`config.mk`:
```
export PLATFORM = sky130hd
export DESIGN_NAME = one_bit_comparator
export DESIGN_NICKNAME = d
export VERILOG_FILES = /design/src/rtl/one_bit_comparator.sv
export SDC_FILE = /design/constraint.sdc
export NUM_CORES = 1
export LEC_CHECK = 0
export BUFFER_PORTS_ARGS = -buffer_cell sky130_fd_sc_hd__buf_2
export CORE_AREA = 8 8 45 47
export DETAILED_ROUTE_END_ITERATION = 10
export DIE_AREA = 0 0 53 55
export PLACE_DENSITY_LB_ADDON = 0.05
export SETUP_SLACK_MARGIN = 0.3
export SYNTH_ARGS = -nofsm -noshare
export SYNTH_HDL_FRONTEND = slang
export SYNTH_SLANG_ARGS = --single-unit
```
`constraint.sdc`:
```
create_clock -name clk -period 0.8 [get_ports clk]
set_input_delay 0.08 -clock clk [delete_from_list [all_inputs] [get_ports clk]]
set_output_delay 0.08 -clock clk [all_outputs]
set_load 0.005 [all_outputs]
```
`src/rtl/one_bit_comparator.sv`:
```
// Single-bit magnitude-comparator slice for a ripple cascade (7485 style).
// The local a/b bit pair decides the result when the bits differ. When they
// match, the verdict from the less-significant slice (in_g/in_eq/in_l) passes
// through. All outputs are registered, so each slice adds one clock of latency.
// err flags a cascade input that was not exactly one-hot in the last enabled
// cycle.
module one_bit_comparator (
  input  logic clk,
  input  logic rst_n,
  input  logic en,
  input  logic a,
  input  logic b,
  input  logic in_g,
  input  logic in_eq,
  input  logic in_l,
  output logic G,
  output logic Eq,
  output logic L,
  output logic err
);

  logic g_q,   g_d;
  logic eq_q,  eq_d;
  logic l_q,   l_d;
  logic err_q, err_d;

  // Next-state verdict: differing local bits win. Otherwise resolve the cascade
  // with priority in_g > in_l > in_eq. An all-zero cascade still yields Eq, so
  // the outputs stay one-hot even when the inputs are malformed.
  always_comb begin
    g_d  = 1'b0;
    eq_d = 1'b0;
    l_d  = 1'b0;
    if (a && !b) begin
      g_d = 1'b1;
    end else if (!a && b) begin
      l_d = 1'b1;
    end else if (in_g) begin
      g_d = 1'b1;
    end else if (in_l) begin
      l_d = 1'b1;
    end else begin
      eq_d = 1'b1;
    end
  end

  // Cascade integrity: exactly one of the three inputs must be set. This check
  // ignores a/b.
  always_comb begin
    err_d = 1'b1;
    case ({in_g, in_eq, in_l})
      3'b100, 3'b010, 3'b001: err_d = 1'b0;
      default:                err_d = 1'b1;
    endcase
  end

  // Output registers: reset takes priority over enable, and en=0 holds state.
  always_ff @(posedge clk) begin
    if (!rst_n) begin
      g_q   <= 1'b0;
      eq_q  <= 1'b1;
      l_q   <= 1'b0;
      err_q <= 1'b0;
    end else if (en) begin
      g_q   <= g_d;
      eq_q  <= eq_d;
      l_q   <= l_d;
      err_q <= err_d;
    end
  end

  assign G   = g_q;
  assign Eq  = eq_q;
  assign L   = l_q;
  assign err = err_q;

endmodule

```
## Yosys cells after proc, flatten, opt, wreduce, memory -nomap -nowiden

Cells that the tools add are included.

- Input bits: 8
- Bits in registers: 4
- Word-level logic and storage cells: 24
- Output and inout bits: 4

- Reductions and logical operators: 5
- Multiplexer cells: 12
- Equal/unequal tests: 3

Operators by type and width:

| cell | count |
|---|---|
| 1-bit two-way mux | 12 |
| 3-bit by 1-bit equality test with 1-bit output, second input constant | 1 |
| 3-bit by 2-bit equality test with 1-bit output, second input constant | 1 |
| 3-bit equality test, second input constant | 1 |
| 3-bit OR reduction | 1 |
| 1-bit logical AND | 2 |
| 1-bit zero test | 2 |

## Depth between registers and ports, before layout

Gate-level depths: netlist of the first run.

- Word-level depth: 4
- Depth in mapped cells: 3
- Gate-level depth less buffers: 3

## Least setup slack after synthesis of the first run

No wires, ideal clock.

- Path kind: input -> register
- From: in in_g
- To: reg l_q (netlist: L)
- Arrival: 0.628 ns
- Library setup time: 0.066 ns
- Stages: 3
- Path buffers: 0
- Required time: 0.734 ns
- Setup slack: 0.106 ns
- Cell sequence: nand2b_1 > maj3_2 > a21oi_2

- Word-level cells in the longest chain between the ends: 3

Ends and longest elaborated chain:

| item | line | RTL |
|---|---|---|
| start, declared | 13 | `input logic in_g,` |
| 1-bit two-way mux | 38 | `end else if (in_g) begin` |
| 1-bit two-way mux | 36 | `end else if (!a && b) begin` |
| 1-bit two-way mux | 34 | `if (a && !b) begin` |
| end signal, assigned | 67 | `l_q <= l_d;` |
| end, declared | 24 | `logic l_q, l_d;` |

No other way between the ends.
A chain may end at the register's enable or synchronous reset.

## Final worst setup path of the first run

- From: reg g_q (netlist: G)
- To: out G

RTL lines:

| item | line | RTL |
|---|---|---|
| start, declared | 22 | `logic g_q, g_d;` |
| start signal, assigned | 65 | `g_q <= g_d;` |
| end, declared | 16 | `output logic G,` |

No word-level cell between the ends.

==> qor.txt, run 1 <==
cell count after synthesis -> 22
largest net degree at the start of global routing -> 9
PwrDens -> 1730 nW/um2
Initial Util -> 14.0%
Cell variety after synth -> 13
GR Util All Layers -> 4.81%
most common cell in the netlist -> o21ai_0
Clk Latency, worst-skew pair -> 230 ps
Avg Cell Area, Syn -> 8.82 um2
max-slew violations -> 0
post-synth net total -> 30
number of synthesized flops with an enable pin -> 0
clock-pin slew of the registers on the worst-case setup and hold paths -> 40 ps
status -> finished clean
n_diodes -> 0
worst path cell trace -> buf_2
first-pass GRT wire length -> 890 um
routed vias/inst -> 4.11
Core ar. -> 1380 um2
Routed WL per cell -> 10.5 um
synth warn -> 0
port bufs -> 11
clk buf depth -> 2
Syn-to-layout area delta -> 76.8%
main flop type after synthesis -> dfxtp_1
Hold Path Class -> input port to flop
dpl cells -> 50
CP max FO -> 2
CTS tree -> built
RSZ-0062 raised after global routing -> true
P_leak -> 0.000150 uW
Final Wtd Congestion -> 0.576
share of post-route cells with drive strength above 1 -> 70.3%
Design Power -> 592 uW
vias in the first global route -> 222
Non-Filler Instances -> 53
startpoint types -> flop
Worst EP required -> 720 ps
total routed wirelength -> 557 um
Worst IR Drop VDD -> 0.000409 V
cts bufs inserted -> 3
Post-Syn Area -> 194 um2
Die X-Extent -> 53 um
Final Hold Fails -> 0
antenna violations before repair -> 0
WS Path Type -> flop to primary output
Post-synth top cells -> 6 x o21ai_0, 4 x dfxtp_1, 2 x xor2_1
family with the most delay on the worst path -> flip-flops
Max Cap Violations -> 0
H-tree levels -> 1
setup ws final -> 63.9 ps
Via Count -> 218
Critical Path Max Stage Delay -> 310 ps
DIE AREA -> 2920 um2
GRT overflow -> 0
DR DRC count -> 0
nets -> 47
Seq/Total Area, Yosys -> 41.3%
Final ANT Viol Nets -> 0
HPWL after DPL -> 476 um
Least-Margin Pin Slew -> 154 ps
Rows -> 14
top cell type's share of synthesized area -> 41.3%
dpl ws -> -32.0 ps
Sinks on Clock Net -> 4
Initial DRC Count -> 2
Crit. End Element -> primary output
die height -> 55 um
Synth area leaders -> dfxtp_1 41%, o21ai_0 15%, xor2_1 9.0%
# IOs -> 12
CTS root buf -> clkbuf_4
post-layout min period -> 736 ps
Max-slew headroom -> 89.6%
Buf/Inv on CP -> 1
Layout Skew -> 0 ps
Synth area leader -> dfxtp_1
Fin Hold WS -> 61.9 ps
ys async rst share -> 0%
CP max stage cell -> dfxtp_2
data arrival time of the worst path -> 660 ps
achievable frequency -> 1360 MHz
Final setup violation count -> 0
Final period util -> 92.0%
DR pass1 iterations -> 4
Final Core Density -> 24.8%
Yosys reg bits -> 4
## cells by family after synthesis
family / share of synthesized area (%)
flip-flops: 41.3
adder cells (fa/ha/maj): 5.81
buffers and inverters: 1.93
XOR/XNOR: 9.03
AND/OR/NAND/NOR: 7.10
AO/OA/AOI/OAI: 34.8
## layout make-up
cell class / count / area [um2]
Fill cell: 158 / 1040
Sequential cell: 4 / 85.1
Clock buffer: 3 / 22.5
Tap cell: 16 / 20.0
Inverter: 1 / 3.75
Timing Repair Buffer: 12 / 83.8
Multi-Input combinational cell: 17 / 128
## cell usage in the layout, fill, tap and decap left out, types with 2 or more instances in the layout
cell      count
buf_2         7
buf_4         2
buf_6         3
clkbuf_4      3
dfxtp_2       4
o21ai_0       2
o21ai_1       2
o21ai_2       2
xor2_1        2
## what timing repair did
| item | 4_1_cts | 5_1_grt |
|---|---|---|
| gates resized for setup | 9 | 3 |
| pin swaps | 2 | 0 |
| endpoints found under the setup margin | 8 | 8 |
| setup buffers | 0 | 0 |
| hold buffers | 0 | 0 |
## per-stage QoR
| stage | setup TNS [ps] | area [um2] |
|---|---|---|
| CTS | 0 | 330 |
| floorplan | 0 | 201 |
| global route | 0 | 343 |
| detailed placement | -46.8 | 284 |
| finish | 0 | 343 |
| global placement | -22.7 | 284 |
## metal layers
layer  up-vias  track usage, %  share of wire, %  wire length, um
li1        110               -                 -                -
met1        95            4.10                47              260
met2        11            5.86                39              219
met3         2            1.87               8.8               49
met4         0            10.3               4.8               27
met5         -               0                 0                0
## where the power goes
part | total [uW] | internal, uW | switching [uW]
Combinational | 121 | 69.0 | 52.2
Sequential | 230 | 219 | 10.5
Clock | 242 | 167 | 74.3
## registers in the layout, indices dropped and copies added, names as in the netlist
signal and flops:
err 1, L 1, Eq 1, G 1
## worst paths after layout
path,start,to,slack (ps),cells after the start
setup / recovery,G$_SDFFE_PN0P_,G,60,1
setup reg to reg,err$_SDFFE_PN0P_,err$_SDFFE_PN0P_,190,2
hold / removal,rst_n,Eq$_SDFFE_PN1P_,60,2
hold reg to reg,L$_SDFFE_PN0P_,L$_SDFFE_PN0P_,500,2
No activity file was read; power rests on OpenSTA's default activity.
==> inputs of run 2 (changes only) <==
--- a/config.mk
+++ b/config.mk
@@ -9,6 +9,7 @@
 export CORE_AREA = 8 8 45 47
 export DETAILED_ROUTE_END_ITERATION = 10
 export DIE_AREA = 0 0 53 55
+export GPL_TIMING_DRIVEN = 0
 export PLACE_DENSITY_LB_ADDON = 0.05
 export SETUP_SLACK_MARGIN = 0.3
 export SYNTH_ARGS = -nofsm -noshare
==> run 2 against run 1 <==
Combinational power fell by 5%. Non-clock buffer count fell by 1. Final area fell by 3.6%. Worst hold slack improved by 20 ps. Sequential cell count did not move. Clock skew did not move. Core utilization fell by 0.90 points. Total power fell by 0.64%. Register-to-register slack barely moved. Wire length fell by 1.8%. Critical endpoint is now err.
==> qor.txt, run 2 (synthesized netlist as in run 1, its figures left out) <==
Final ANT Viol Nets -> 0
H-tree levels -> 1
R2R cell count -> 2
first-pass GRT wire length -> 910 um
Routed WL per cell -> 10.5 um
reg2reg end -> L$_SDFFE_PN0P_
commonest non-fill, non-tap cells in the layout -> 8 x buf_2, 4 x dfxtp_2, 3 x o21ai_1, 3 x clkbuf_4, 3 x buf_6
Finished Cell Area -> 330 um2
GRT overflow -> 0
data arrival time of the worst path -> 660 ps
Critical Path Max Stage Delay -> 320 ps
DR pass1 iterations -> 2
clk buf depth -> 2
routed vias/inst -> 4.02
Sinks on Clock Net -> 4
Layout Skew -> 0 ps
nets -> 46
placed standard-cell area -> 277 um2
CP max FO -> 2
max-slew violations -> 0
antenna violations before repair -> 0
PwrDens -> 1780 nW/um2
startpoint types -> flop
Layout fillers -> 164
Final setup violation count -> 0
n_diodes -> 0
hold_sp -> rst_n
Via Count -> 209
Max Cap Violations -> 0
vias in the first global route -> 223
Initial DRC Count -> 2
worst reg2reg startpoint -> L$_SDFFE_PN0P_
Worst IR Drop VDD -> 0.000247 V
status -> finished clean
cts bufs inserted -> 3
# hold bufs at CTS -> 0
Buf/Inv on CP -> 1
dpl ws -> -41.6 ps
Least-Margin Pin Slew -> 172 ps
clock-pin slew of the registers on the worst-case setup and hold paths -> 30 ps
setup ws final -> 61.6 ps
CP max stage cell -> dfxtp_2
Fin Hold WS -> 82.2 ps
Final Wtd Congestion -> 0.558
Core ar. -> 1380 um2
GR Util All Layers -> 5.19%
Crit. End Element -> primary output
Worst EP required -> 720 ps
largest net degree at the start of global routing -> 9
Fin Setup TNS -> 0 ps
CTS tree -> built
Rows -> 14
hold depth -> 2
Hold Path Sink -> Eq$_SDFFE_PN1P_
Hold Path Class -> input port to flop
Max-slew headroom -> 88.5%
DIE AREA -> 2920 um2
family with the most delay on the worst path -> flip-flops
# Post-CTS Setup Buffers -> 0
die height -> 55 um
RSZ-0062 raised after global routing -> true
worst path cell trace -> buf_6
# IOs -> 12
Final period util -> 92.3%
post-layout min period -> 738 ps
Design Power -> 589 uW
Final Hold Fails -> 0
WS Path Type -> flop to primary output
Initial Util -> 14.0%
setup slack, reg-to-reg -> 190 ps
Die X-Extent -> 53 um
CTS root buf -> clkbuf_4
port bufs -> 11
HPWL after DPL -> 467 um
share of post-route cells with drive strength above 1 -> 66.7%
DR DRC count -> 0
P_leak -> 0.000144 uW
most common cell after layout, fill and taps aside -> buf_2
total routed wirelength -> 547 um
Syn-to-layout area delta -> 70.3%
Clk Latency, worst-skew pair -> 230 ps
achievable frequency -> 1350 MHz
## run 2: power by group
part / switching (uW) / internal [uW] / leakage, uW
logic: 51.5 / 64.0 / 0.0000963
registers: 9.91 / 219 / 0.0000339
clock network: 76.7 / 167 / 0.0000138
## run 2: worst max path at each step
stage / from / slack, ps / endpoint / cells past startpoint
after floorplan: in_g / 140 / L$_SDFFE_PN0P_ / 3
after global routing: err$_SDFFE_PN0P_ / 30 / err / 1
after global placement: in_g / -30 / L$_SDFFE_PN0P_ / 4
after CTS: Eq$_SDFFE_PN1P_ / 50 / Eq / 1
after detailed placement: a / -40 / Eq$_SDFFE_PN1P_ / 4
final: err$_SDFFE_PN0P_ / 60 / err / 1
## run 2: timing repair
action                                  in CTS  in global routing
endpoints found under the hold margin        0                  0
endpoints found under the setup margin       8                  8
resized for setup                            5                  5
pin swaps                                    2                  0
## run 2: routing by layer
layer  routed length (um)  track usage (%)  vias up
li1                     -                -      109
met1                  232             4.40       87
met2                  229             5.47       11
met3                   62             2.94        2
met4                   22             11.6        0
met5                    0                0        -
## run 2: area by class of cell
cell class | instances | area [um2] | area share (%)
multi-input combinational | 17 | 125 | 37.9
clock buffer | 3 | 22.5 | 6.82
inverter | 1 | 3.75 | 1.14
sequential | 4 | 85.1 | 25.8
timing repair buffer | 11 | 73.8 | 22.3
tap | 16 | 20.0 | 6.06
## run 2: per-stage QoR
stage / cells / util (%)
after floorplan: 22 / -
after global placement: 49 / 20.0
after detailed placement: 49 / 20.0
after CTS: 52 / 22.0
after global routing: 52 / 23.9
final: 52 / 23.9
==> inputs of run 3 (changes only) <==
--- a/config.mk
+++ b/config.mk
@@ -11,6 +11,7 @@
 export DIE_AREA = 0 0 53 55
 export GPL_TIMING_DRIVEN = 0
 export PLACE_DENSITY_LB_ADDON = 0.05
+export RECOVER_POWER = 25
 export SETUP_SLACK_MARGIN = 0.3
 export SYNTH_ARGS = -nofsm -noshare
 export SYNTH_HDL_FRONTEND = slang
==> run 3 against run 2 <==
Wire length grew 0.91%. Global-route usage did not move. Critical path depth unchanged. Register-to-register slack got worse by 50 ps. Via count stayed put. Largest power group unchanged. Clock skew did not move.
==> qor.txt, run 3 (synthesized netlist as in run 1, its figures left out) <==
port bufs -> 11
status -> finished clean
metal3 WL -> 62 um
HPWL after DPL -> 467 um
CP max stage cell -> dfxtp_2
Final setup violation count -> 0
WS Path Type -> flop to primary output
cts bufs inserted -> 3
family with the most delay on the worst path -> flip-flops
RSZ-0062 raised after global routing -> true
reg2reg end -> err$_SDFFE_PN0P_
Max Cap Violations -> 0
startpoint types -> flop
CP max FO -> 2
GRT overflow -> 0
CTS tree -> built
data arrival time of the worst path -> 650 ps
achievable frequency -> 1360 MHz
Hold Path Sink -> Eq$_SDFFE_PN1P_
commonest non-fill, non-tap cells in the layout -> 8 x buf_2, 4 x dfxtp_2, 4 x o21ai_0
DIE AREA -> 2920 um2
Critical Path Max Stage Delay -> 320 ps
setup slack, reg-to-reg -> 140 ps
Buf/Inv on CP -> 1
Layout Skew -> 0 ps
n_diodes -> 0
most common cell after layout, fill and taps aside -> buf_2
die height -> 55 um
H-tree levels -> 1
post-layout min period -> 733 ps
worst path cell trace -> buf_6
vias in the first global route -> 223
Initial DRC Count -> 2
# Post-CTS Setup Buffers -> 0
Non-Filler Instances -> 52
share of post-route cells with drive strength above 1 -> 63.9%
Crit. End Element -> primary output
# IOs -> 12
Fin Hold WS -> 75.4 ps
Final period util -> 91.6%
DR DRC count -> 0
Final ANT Viol Nets -> 0
GR Util All Layers -> 5.19%
Worst IR Drop VDD -> 0.000247 V
Hold Path Class -> input port to flop
first-pass GRT wire length -> 910 um
Top Metal Used -> met4
Initial Util -> 14.0%
clk buf depth -> 2
Sinks on Clock Net -> 4
routed vias/inst -> 4.02
total routed wirelength -> 552 um
Die X-Extent -> 53 um
Core ar. -> 1380 um2
DR pass1 iterations -> 2
worst reg2reg startpoint -> err$_SDFFE_PN0P_
Routed WL per cell -> 10.6 um
R2R cell count -> 2
dpl cells -> 49
PwrDens -> 1790 nW/um2
Final Wtd Congestion -> 0.558
CTS root buf -> clkbuf_4
P_leak -> 0.000143 uW
WL met2 -> 229 um
Via Count -> 209
Rows -> 14
Syn-to-layout area delta -> 68.4%
clock-pin slew of the registers on the worst-case setup and hold paths -> 30 ps
max-slew violations -> 0
Metal-1 WL -> 237 um
hold depth -> 2
Final Hold Fails -> 0
Clk Latency, worst-skew pair -> 230 ps
Least-Margin Pin Slew -> 204 ps
Worst EP required -> 720 ps
hold_sp -> rst_n
largest net degree at the start of global routing -> 9
nets -> 46
antenna violations before repair -> 0
Max-slew headroom -> 86.3%
## run 3: cell types whose count changed in the layout (fill, tap and decap cells not counted)
cell,change
o21ai_1,-1
o21ai_0,+2
o21ai_2,-1
## run 3: final cells by class
type | count | area [um2]
multi-input cells | 17 | 121
flip-flops and latches | 4 | 85.1
clock buffers | 3 | 22.5
repair buffers | 11 | 73.8
fillers | 163 | 1060
well taps | 16 | 20.0
inverters | 1 | 3.75
## run 3: routing by layer
| metal | global-route usage (%) | up-vias |
|---|---|---|
| met2 | 5.47 | 11 |
| met1 | 4.40 | 88 |
| met3 | 2.94 | 2 |
| met4 | 11.6 | 0 |
| li1 | - | 108 |
| met5 | 0 | - |
## run 3: how the worst max path moves through the flow
| stage | startpoint | endpoint | slack [ps] | depth (start not counted) |
|---|---|---|---|---|
| global route | G$_SDFFE_PN0P_ | G | 30 | 1 |
| floorplan | in_g | L$_SDFFE_PN0P_ | 140 | 3 |
| CTS | Eq$_SDFFE_PN1P_ | Eq | 50 | 1 |
| finish | Eq$_SDFFE_PN1P_ | Eq | 70 | 1 |
| detailed placement | a | Eq$_SDFFE_PN1P_ | -40 | 4 |
| global placement | in_g | L$_SDFFE_PN0P_ | -30 | 4 |
## run 3: metrics by stage
step                      worst slack (ps)  utilization (%)  setup TNS (ps)  area (um2)  power (uW)
after CTS                             48.4             22.0               0         304         588
after detailed placement             -41.6             20.0           -81.4         277         327
after floorplan                        143                -               0         201         270
after global placement               -33.0             20.0           -53.1         277         324
final                                 66.9             23.6               0         327         585
after global routing                  30.7             23.6               0         327         637
## run 3: where the power goes
group	total [uW]	internal (uW)	switching, uW	leakage (uW)
Sequential	228	219	9.17	0.0000339
Combinational	112	62.5	49.9	0.0000952
Clock	244	167	76.9	0.0000138
Total	585	449	136	0.000143
## run 3: timing repair
action,in CTS,in global routing
setup endpoints to repair,8,8
hold buffers,0,0
pin swaps,2,0
gates resized for setup,5,5
